<file path="src/rtl/multi_phase_sig_control.sv">
// Sensor-actuated multi-phase traffic signal controller with yellow/all-red/min/max green timing.
// Optional pedestrian walk service is compiled in when PED_WALK_EN is defined.
module multi_phase_sig_control #(
    parameter int unsigned NUM_PH   = 2,
    parameter int unsigned TW       = 8,
    parameter int unsigned Y_CYC    = 3,
    parameter int unsigned R_CYC    = 2,
    parameter int unsigned MIN_G    = 4,
    parameter int unsigned MAX_G    = 20,
`ifdef PED_WALK_EN
    parameter int unsigned WALK_CYC = 6,
`endif
    localparam int unsigned PW      = (NUM_PH > 1) ? $clog2(NUM_PH) : 1
) (
    input  logic                clk,
    input  logic                clr,
    input  logic [NUM_PH-1:0]   demand,
`ifdef PED_WALK_EN
    input  logic [NUM_PH-1:0]   ped_req,
    output logic [NUM_PH-1:0]   walk,
`endif
    output logic [2*NUM_PH-1:0] sig,
    output logic [PW-1:0]       act_ph,
    output logic [1:0]          st
);

    localparam logic [1:0] S_GREEN  = 2'd0;
    localparam logic [1:0] S_YELLOW = 2'd1;
    localparam logic [1:0] S_ALLRED = 2'd2;

    localparam logic [1:0] L_RED = 2'd0;
    localparam logic [1:0] L_YEL = 2'd1;
    localparam logic [1:0] L_GRN = 2'd2;

    localparam logic [TW-1:0] T_SAT  = '1;
    localparam logic [TW-1:0] T_MING = TW'(MIN_G - 1);
    localparam logic [TW-1:0] T_MAXG = TW'(MAX_G - 1);
    localparam logic [TW-1:0] T_Y    = TW'(Y_CYC - 1);
    localparam logic [TW-1:0] T_R    = TW'(R_CYC - 1);
    localparam logic [2*NUM_PH-1:0] SIG_RST = (2*NUM_PH)'(L_GRN);
`ifdef PED_WALK_EN
    localparam logic [TW-1:0] T_WALK = TW'(WALK_CYC - 1);
    localparam logic [TW-1:0] T_WMIN = TW'(((WALK_CYC > MIN_G) ? WALK_CYC : MIN_G) - 1);
`endif

    logic [1:0]          st_q, st_d;
    logic [PW-1:0]       act_ph_q, act_ph_d;
    logic [PW-1:0]       nxt_ph_q, nxt_ph_d;
    logic [TW-1:0]       timer_q, timer_d;
    logic [2*NUM_PH-1:0] sig_q, sig_d;
`ifdef PED_WALK_EN
    logic [NUM_PH-1:0]   pend_q, pend_d;
    logic [NUM_PH-1:0]   walk_q, walk_d;
    logic                walk_g_q, walk_g_d;
`endif

    logic [NUM_PH-1:0] eff, rival;
    logic              other_req, g_exit, rr_found;
    logic [PW-1:0]     rr_ph, cand;
    logic [TW-1:0]     min_thr;

    // The rest phase is implicitly requested whenever another phase holds right-of-way.
    always_comb begin
        eff = demand;
`ifdef PED_WALK_EN
        eff = demand | pend_q;
`endif
        if (act_ph_q != '0) eff[0] = 1'b1;
        rival = eff;
        rival[act_ph_q] = 1'b0;
        other_req = |rival;

        rr_ph    = act_ph_q;
        rr_found = 1'b0;
        cand     = '0;
        for (int unsigned i = 1; i < NUM_PH; i++) begin
            cand = PW'((32'(act_ph_q) + i) % NUM_PH);
            if (!rr_found && eff[cand]) begin
                rr_ph    = cand;
                rr_found = 1'b1;
            end
        end

        min_thr = T_MING;
`ifdef PED_WALK_EN
        if (walk_g_q) min_thr = T_WMIN;
`endif
        g_exit = other_req && (timer_q >= min_thr) && (!eff[act_ph_q] || (timer_q >= T_MAXG));
    end

    always_comb begin
        st_d     = st_q;
        act_ph_d = act_ph_q;
        nxt_ph_d = nxt_ph_q;
        timer_d  = (timer_q == T_SAT) ? timer_q : timer_q + 1'b1;
`ifdef PED_WALK_EN
        pend_d   = pend_q | ped_req;
        walk_d   = walk_q;
        walk_g_d = walk_g_q;
        if (st_q == S_GREEN && timer_q == T_WALK) walk_d = '0;
`endif
        case (st_q)
            S_GREEN: begin
                if (g_exit) begin
                    st_d     = S_YELLOW;
                    timer_d  = '0;
                    nxt_ph_d = rr_ph;
                end
            end
            S_YELLOW: begin
                if (timer_q == T_Y) begin
                    st_d    = S_ALLRED;
                    timer_d = '0;
                end
            end
            S_ALLRED: begin
                if (timer_q == T_R) begin
                    st_d     = S_GREEN;
                    timer_d  = '0;
                    act_ph_d = nxt_ph_q;
`ifdef PED_WALK_EN
                    // Entry consumes the pending request; a same-edge request re-arms it.
                    walk_d           = '0;
                    walk_d[nxt_ph_q] = pend_q[nxt_ph_q];
                    walk_g_d         = pend_q[nxt_ph_q];
                    pend_d[nxt_ph_q] = ped_req[nxt_ph_q];
`endif
                end
            end
            default: begin
                st_d    = S_GREEN;
                timer_d = '0;
            end
        endcase

        sig_d = '0;
        for (int unsigned p = 0; p < NUM_PH; p++) begin
            sig_d[2*p +: 2] = L_RED;
            if (act_ph_d == PW'(p)) begin
                if (st_d == S_GREEN)       sig_d[2*p +: 2] = L_GRN;
                else if (st_d == S_YELLOW) sig_d[2*p +: 2] = L_YEL;
            end
        end
    end

    always_ff @(posedge clk) begin
        if (clr) begin
            st_q     <= S_GREEN;
            act_ph_q <= '0;
            nxt_ph_q <= '0;
            timer_q  <= '0;
            sig_q    <= SIG_RST;
`ifdef PED_WALK_EN
            pend_q   <= '0;
            walk_q   <= '0;
            walk_g_q <= 1'b0;
`endif
        end else begin
            st_q     <= st_d;
            act_ph_q <= act_ph_d;
            nxt_ph_q <= nxt_ph_d;
            timer_q  <= timer_d;
            sig_q    <= sig_d;
`ifdef PED_WALK_EN
            pend_q   <= pend_d;
            walk_q   <= walk_d;
            walk_g_q <= walk_g_d;
`endif
        end
    end

    assign sig    = sig_q;
    assign act_ph = act_ph_q;
    assign st     = st_q;
`ifdef PED_WALK_EN
    assign walk   = walk_q;
`endif

endmodule

</file>
<file path="config.mk">
export PLATFORM = sky130hd
export DESIGN_NAME = multi_phase_sig_control
export DESIGN_NICKNAME = d
export VERILOG_FILES = /design/src/rtl/multi_phase_sig_control.sv
export SDC_FILE = /design/constraint.sdc
export NUM_CORES = 1
export LEC_CHECK = 0
export CAP_MARGIN = 20
export CORE_MARGIN = 2
export CORE_UTILIZATION = 56
export DETAILED_ROUTE_END_ITERATION = 8
export PLACE_DENSITY = 0.8
export SLEW_MARGIN = 20
export SYNTH_ARGS = -nofsm -noshare
export SYNTH_HDL_FRONTEND = slang
export SYNTH_SLANG_ARGS = --single-unit
</file>
<file path="constraint.sdc">
create_clock -name clk -period 4.4 [get_ports clk]
set_clock_uncertainty 0.15 [all_clocks]
set_input_delay 0.44 -clock clk [delete_from_list [all_inputs] [get_ports clk]]
set_output_delay 0.44 -clock clk [all_outputs]
set_load 0.02 [all_outputs]
</file>
* Word-level counts from Yosys, hierarchy flattened
Index checks and enable logic that the tools add are counted.
** Storage, ports and cells
- Register bits after elaboration :: 16
- Output and inout bits :: 7
- Input port bits :: 4
** Operators by class
- Eq/ne operators :: 6
- Bitwise operators :: 3
- Reduce and logical (&&, ||, !) cells :: 11
- Add/subtract/negate cells :: 2
- Magnitude comparators :: 5
- Muxes and demuxes :: 22
** Operators by type and width (number)
- $mux 8 :: 4
- $pmux 8 s3 :: 1
- $mux 1 :: 10
- $mux 2 :: 5
- $add 8x1->8 const B :: 1
- $eq 8x1->1 const B :: 1
- $eq 8x2->1 const B :: 1
- $eq 8x8->1 const B :: 1
- $ge 8x2->1 const B :: 1
- $ge 8x5->1 const B :: 1
- $pmux 2 s3 :: 1
- $reduce_or 2->1 :: 3
- $eq 2x1->1 const B :: 2
- $logic_not 2->1 :: 2
- $lt 1x2->1 const B :: 2
- $logic_and 1x1->1 :: 3
- $and 2x2->2 :: 1
- $eq 2x2->1 const B :: 1
- $not 2->2 :: 1
- $reduce_and 2->1 :: 1
- $add 1x1->1 const B :: 1
- $demux 1 s1 :: 1
- $ge 1x1->1 const B :: 1
- $logic_not 1->1 :: 1
- other kinds (2) :: 2

* Longest topological paths before layout
- Depth after elaboration :: 15
- Gate-level depth with buffers :: 6
- Depth with buffers taken out :: 6

* Worst setup path before layout
OpenSTA, ideal clock, no wires.
- Kind :: flip-flop to flip-flop
- Start :: register timer_q[0]
- End :: register timer_q[2]
- Setup time :: 0.100 ns
- Period minus slack after synthesis :: 2.008 ns
- Arrival time :: 1.759 ns
- Buffers on the path :: 1
- Stages on the path, launching flop included :: 7
- Setup slack :: 2.392 ns
- Data required time :: 4.150 ns
- Path through :: dfxtp_1 > ha_1 > o31ai_2 > o2111ai_2 > a311o_1 > buf_6 > a2111oi_4
** On the way
- Cells in the longest elaborated chain, start to end :: 5
- Elaborated cells on any way between the ends :: 14
** RTL lines
- start, declared :: RTL line 49 : logic [TW-1:0] timer_q, timer_d;
- start signal, assigned :: RTL line 162 : timer_q <= timer_d;
- $ge 8x2->1 or $ge 8x5->1 (tied branches) :: RTL line 88 : g_exit = other_req && (timer_q >= min_thr) && (!eff[act_ph_q] || (timer_q >= T_MAXG));
- $logic_and 1x1->1 or $logic_or 1x1->1 (tied branches) :: RTL line 88
- $logic_and 1x1->1 :: RTL line 88
- $mux 8 :: RTL line 104 : if (g_exit) begin
- $pmux 8 s3 (*) :: RTL line 102 : case (st_q)
Every way passes the cells marked *; elsewhere a longest branch is shown, timed or not.
A chain may end at the register's enable or synchronous reset.

* Worst setup path in the final report
Ends and elaborated chain as after synthesis.

==> out/metrics.sh <==
CRIT_PATH_MAX_INCR_DELAY_NS=0.47
INITIAL_CORE_UTIL_PCT=61.0
SYN_AVG_CELL_AREA_SQ_UM=9.60
SYNTH.YOSYS.WARNINGS=0
CRITICAL_PATH.STARTPOINT_TYPE='register'
PORT_BUFFERS=10
SYNTH.TOP_CELL.AREA_SHARE_PCT=34.0
WIRELENGTH_MICRONS=1950
DPL_WORST_SLACK_NS=2.07
WORST_PATH_DOMINANT_CELL_FAMILY='compound AO/OA/AOI/OAI gates'
IO_PINS=11
FP-ROW-COUNT=14
CRITPATHBUFINV=0
GRT_MAX_DEGREE=14
GRT-OVFL-TOTAL=0
NUMBER_OF_ANTENNA_VIOLATIONS_AT_THE_FIRST_CHECK_IN_GLOBAL_ROUTING=0
TIMING.SETUP.CRITICAL_PATH_CLASS='register to register'
FIN_WS_NS=2.15
CLK-INSERTION-DELAY-LATE_NS=0.30
CTS-HTREE-LEVELS=1
TIMING.FINAL.SETUP_VIOLATIONS=0
CELL_AREA_AFTER_PLACEMENT_SQ_UM=1030
VIAS_PER_CELL=6.51
SYNTH_SEQ_CELLS=16
WORST_PATH_CELL_WITH_THE_LONGEST_STAGE_DELAY='sky130_fd_sc_hd__a311o_1'
MAX-SLEW-MARGIN-REL_PCT=62.8
POST_SYNTH_INST_COUNT=98
POSTSYNTH.ASYNCRESETSHARE_PCT=0
SYNTH.YOSYS.SEQ_AREA_SHARE_PCT=34.0
MAX_FREQ_MHz=444
POSTSYNTH.TOPFLOPCELL='sky130_fd_sc_hd__dfxtp_1'
CTS_MADE_BUFFERS=3
TIMING.CRITICAL_PATH.CELLS='ha_1 -> o31ai_2 -> o2111ai_2 -> a311o_1 -> a2111oi_4'
VIAS_IN_THE_FIRST_GLOBAL_ROUTE=771
POST-SYNTH-TOP-AREA-CELL='sky130_fd_sc_hd__dfxtp_1'
CLK_PIN_SLEW_NS=0.10
LAYOUT_WORST_PATH_CYCLE_SHARE_PCT=51.2
HOLD_CLASS='register to register'
WIRE_LENGTH_OF_THE_FIRST_GLOBAL_ROUTING_PASS_MICRONS=3410
CLOCKROOTBUFFER='sky130_fd_sc_hd__clkbuf_4'
MEAN_ROUTED_WIRELENGTH_PER_CELL_MICRONS=15.6
CELLPOWERDENSITY_nW_PER_UM2=295
GLOBALPLACE.CONGESTION=0.811
DIE_WIDTH_MICRONS=45.0
CTS_TREE='done'
AREA_GROWTH_PCT=13.8
OUTCOME='complete, no violations'
CELL_AREA_SYNTH_SQ_UM=941
CTS_SETUP_BUFFERS=0
COUNT_OF_FINAL_MAX_SLEW_CHECK_FAILURES=0
WORST_IR_DROP_VDD_mV=0.188
MAX_CAPACITANCE_VIOLATION_TOTAL=0
FINAL_LAYOUT_SIZE_SUFFIX_GT1_SHARE_PCT=18.3
DETAIL_ROUTE.FIRST_PASS.ITERATIONS=4
CTS_MAX_PATH_BUFFERS=2
DIE_FOOTPRINT_SQ_UM=2020
WORSTPATHARRIVAL_NS=2.31
ROUTE.DETAILED.DRC=0
WORST_SLEW_PIN_SLEW_NS=0.557
YS_TYPES=42
CTS_REPAIR_RESIZE_COUNT=0
VIAS=814
TIMING.SETUP.TNS_NS=0
RSZ0062_AT_GRT='false'
COUNT_OF_FLIP_FLOPS_WITH_A_BUILT_IN_ENABLE_AFTER_SYNTHESIS=0
CP-END-KIND='register'
CORE_SQ_UM=1540
HOLD_WORST_SLACK_NS=0.449
GLOBAL_ROUTE.USAGE.TOTAL_PCT=23.2
P_LEAK_nW=0.355
FP.DIEH_MICRONS=45.0
SYNTH_FP_NETS=105
ANTENNA_LEFT=0
NETLIST_TOP_CELLS_AREA='sky130_fd_sc_hd__dfxtp_1 34%, sky130_fd_sc_hd__a211oi_1 4.8%, sky130_fd_sc_hd__nor2_1 4.4%, sky130_fd_sc_hd__ha_1 4.0%, sky130_fd_sc_hd__inv_1 3.6%'
CLOCK_SINK_COUNT=16
CP.REQUIRED_NS=4.46
POST_CTS_HOLD_BUFFER_COUNT=0
FINISH.INSTANCE_AREA_SQ_UM=1070
MIN_PERIOD_NS=2.25
ANTENNA_CELLS=0
DRTITER0DRC=23
PLACE.DETAILED.HPWL_MICRONS=1420
CRITICAL_PATH.MAX_FANOUT=9
FIN_NETS=117
COUNT_OF_ENDPOINTS_FAILING_HOLD_IN_THE_FINAL_TIMING_REPORT=0
placed cells by master, fill, tap and decap left out, drive strengths merged:
| cell type | netlist | final |
|---|---|---|
| nor3 | 5 | 5 |
| a41oi | 1 | 1 |
| clkbuf | 1 | 4 |
| a32oi | 1 | 1 |
| nand4 | 1 | 1 |
| o31ai | 2 | 2 |
| a31oi | 2 | 2 |
| a2111oi | 1 | 1 |
| mux2 | 1 | 1 |
| o221ai | 1 | 1 |
| a211oi | 6 | 6 |
| o21ai | 2 | 2 |
| a21oi | 1 | 1 |
| a311o | 2 | 2 |
| or2 | 1 | 1 |
| ha | 3 | 3 |
| nor4 | 1 | 1 |
| xnor2 | 1 | 1 |
| dfxtp | 16 | 16 |
| o31a | 1 | 1 |
| a31o | 1 | 1 |
| and3 | 1 | 1 |
| a221oi | 1 | 1 |
| nor2 | 12 | 12 |
| nor3b | 2 | 2 |
| o211ai | 1 | 1 |
| o2111ai | 1 | 1 |
| nand2 | 3 | 3 |
| or3 | 2 | 2 |
| nor2b | 1 | 1 |
| nand2b | 3 | 3 |
| inv | 9 | 9 |
| o311a | 1 | 1 |
| a41o | 1 | 1 |
| or4 | 1 | 1 |
| clkdlybuf4s50 | 0 | 10 |
| mux2i | 3 | 3 |
| nand3 | 3 | 3 |
flip-flops by register name, summed over array words and instances (netlist names):
| name | flops |
|---|---|
| timer_q | 8 |
| nxt_ph_q | 1 |
| sig | 4 |
| act_ph | 1 |
| st | 2 |
Yosys cell counts, types with 2 or more instances:
cell type and number:
sky130_fd_sc_hd__nand2_1 3, sky130_fd_sc_hd__nand2b_1 3, sky130_fd_sc_hd__mux2i_1 3, sky130_fd_sc_hd__dfxtp_1 16, sky130_fd_sc_hd__ha_1 3, sky130_fd_sc_hd__inv_1 9
sky130_fd_sc_hd__buf_6 2, sky130_fd_sc_hd__nor3_2 2, sky130_fd_sc_hd__nor3_1 2, sky130_fd_sc_hd__or3_4 2, sky130_fd_sc_hd__a311o_1 2, sky130_fd_sc_hd__nor3b_1 2
sky130_fd_sc_hd__o21ai_0 2, sky130_fd_sc_hd__a211oi_1 6, sky130_fd_sc_hd__nor2_1 11, sky130_fd_sc_hd__nand3_1 3, sky130_fd_sc_hd__a31oi_1 2
worst paths after layout:
kind	start	to	slack, ns	depth (start not counted)
max reg2reg	timer_q[0]$_SDFF_PP0_	timer_q[2]$_SDFF_PP0_	2.15	5
min reg2reg	timer_q[5]$_SDFF_PP0_	timer_q[5]$_SDFF_PP0_	0.45	2
min	timer_q[5]$_SDFF_PP0_	timer_q[5]$_SDFF_PP0_	0.45	2
max	timer_q[0]$_SDFF_PP0_	timer_q[2]$_SDFF_PP0_	2.15	5
routing by layer:
layer  track usage, %  vias to the layer above  routed length [microns]
met5                0                        -                        0
met4             10.6                        0                       27
met3             5.20                        2                      121
met2             35.1                       32                      930
met1             31.3                      387                      874
li1                 -                      393                        -
layout make-up:
class                   count  area, sq um
well taps                  16         20.0
multi-input cells          70          561
repair buffers             10          100
inverters                   9         33.8
clock buffers               4         36.3
fillers                   124          470
flip-flops and latches     16          320
metrics by stage:
step                power [W]  cells  util, %
floorplan            0.000203     98        -
detailed placement   0.000218    121     67.1
global placement     0.000215    121     67.1
global route         0.000334    125     69.5
finish               0.000316    125     69.5
CTS                  0.000319    125     69.5
cell families (layout without fill, tap and decap cells):
| logic type | Yosys count | after routing | synth area share [%] |
|---|---|---|---|
| and+or+nand+nor | 36 | 36 | 24.1 |
| AOI/OAI and AO/OA | 26 | 26 | 26.2 |
| DFF | 16 | 16 | 34.0 |
| buffers and inverters | 12 | 23 | 6.38 |
| muxes | 4 | 4 | 4.39 |
| adders and majority gates | 3 | 3 | 3.99 |
| xor gates and xnor gates | 1 | 1 | 0.931 |
report_power, final:
group | switching [W] | internal (W)
Clock | 0.0000511 | 0.0000505
Sequential | 0.00000831 | 0.000151
Combinational | 0.0000313 | 0.0000243
Total | 0.0000907 | 0.000226
worst min-delay path: stages (launching register included):
cell and delay (ns):
sky130_fd_sc_hd__dfxtp_1 0.39, sky130_fd_sc_hd__o31ai_1 0.11, sky130_fd_sc_hd__a221oi_2 0.06
No activity file was read; power rests on OpenSTA's default activity.
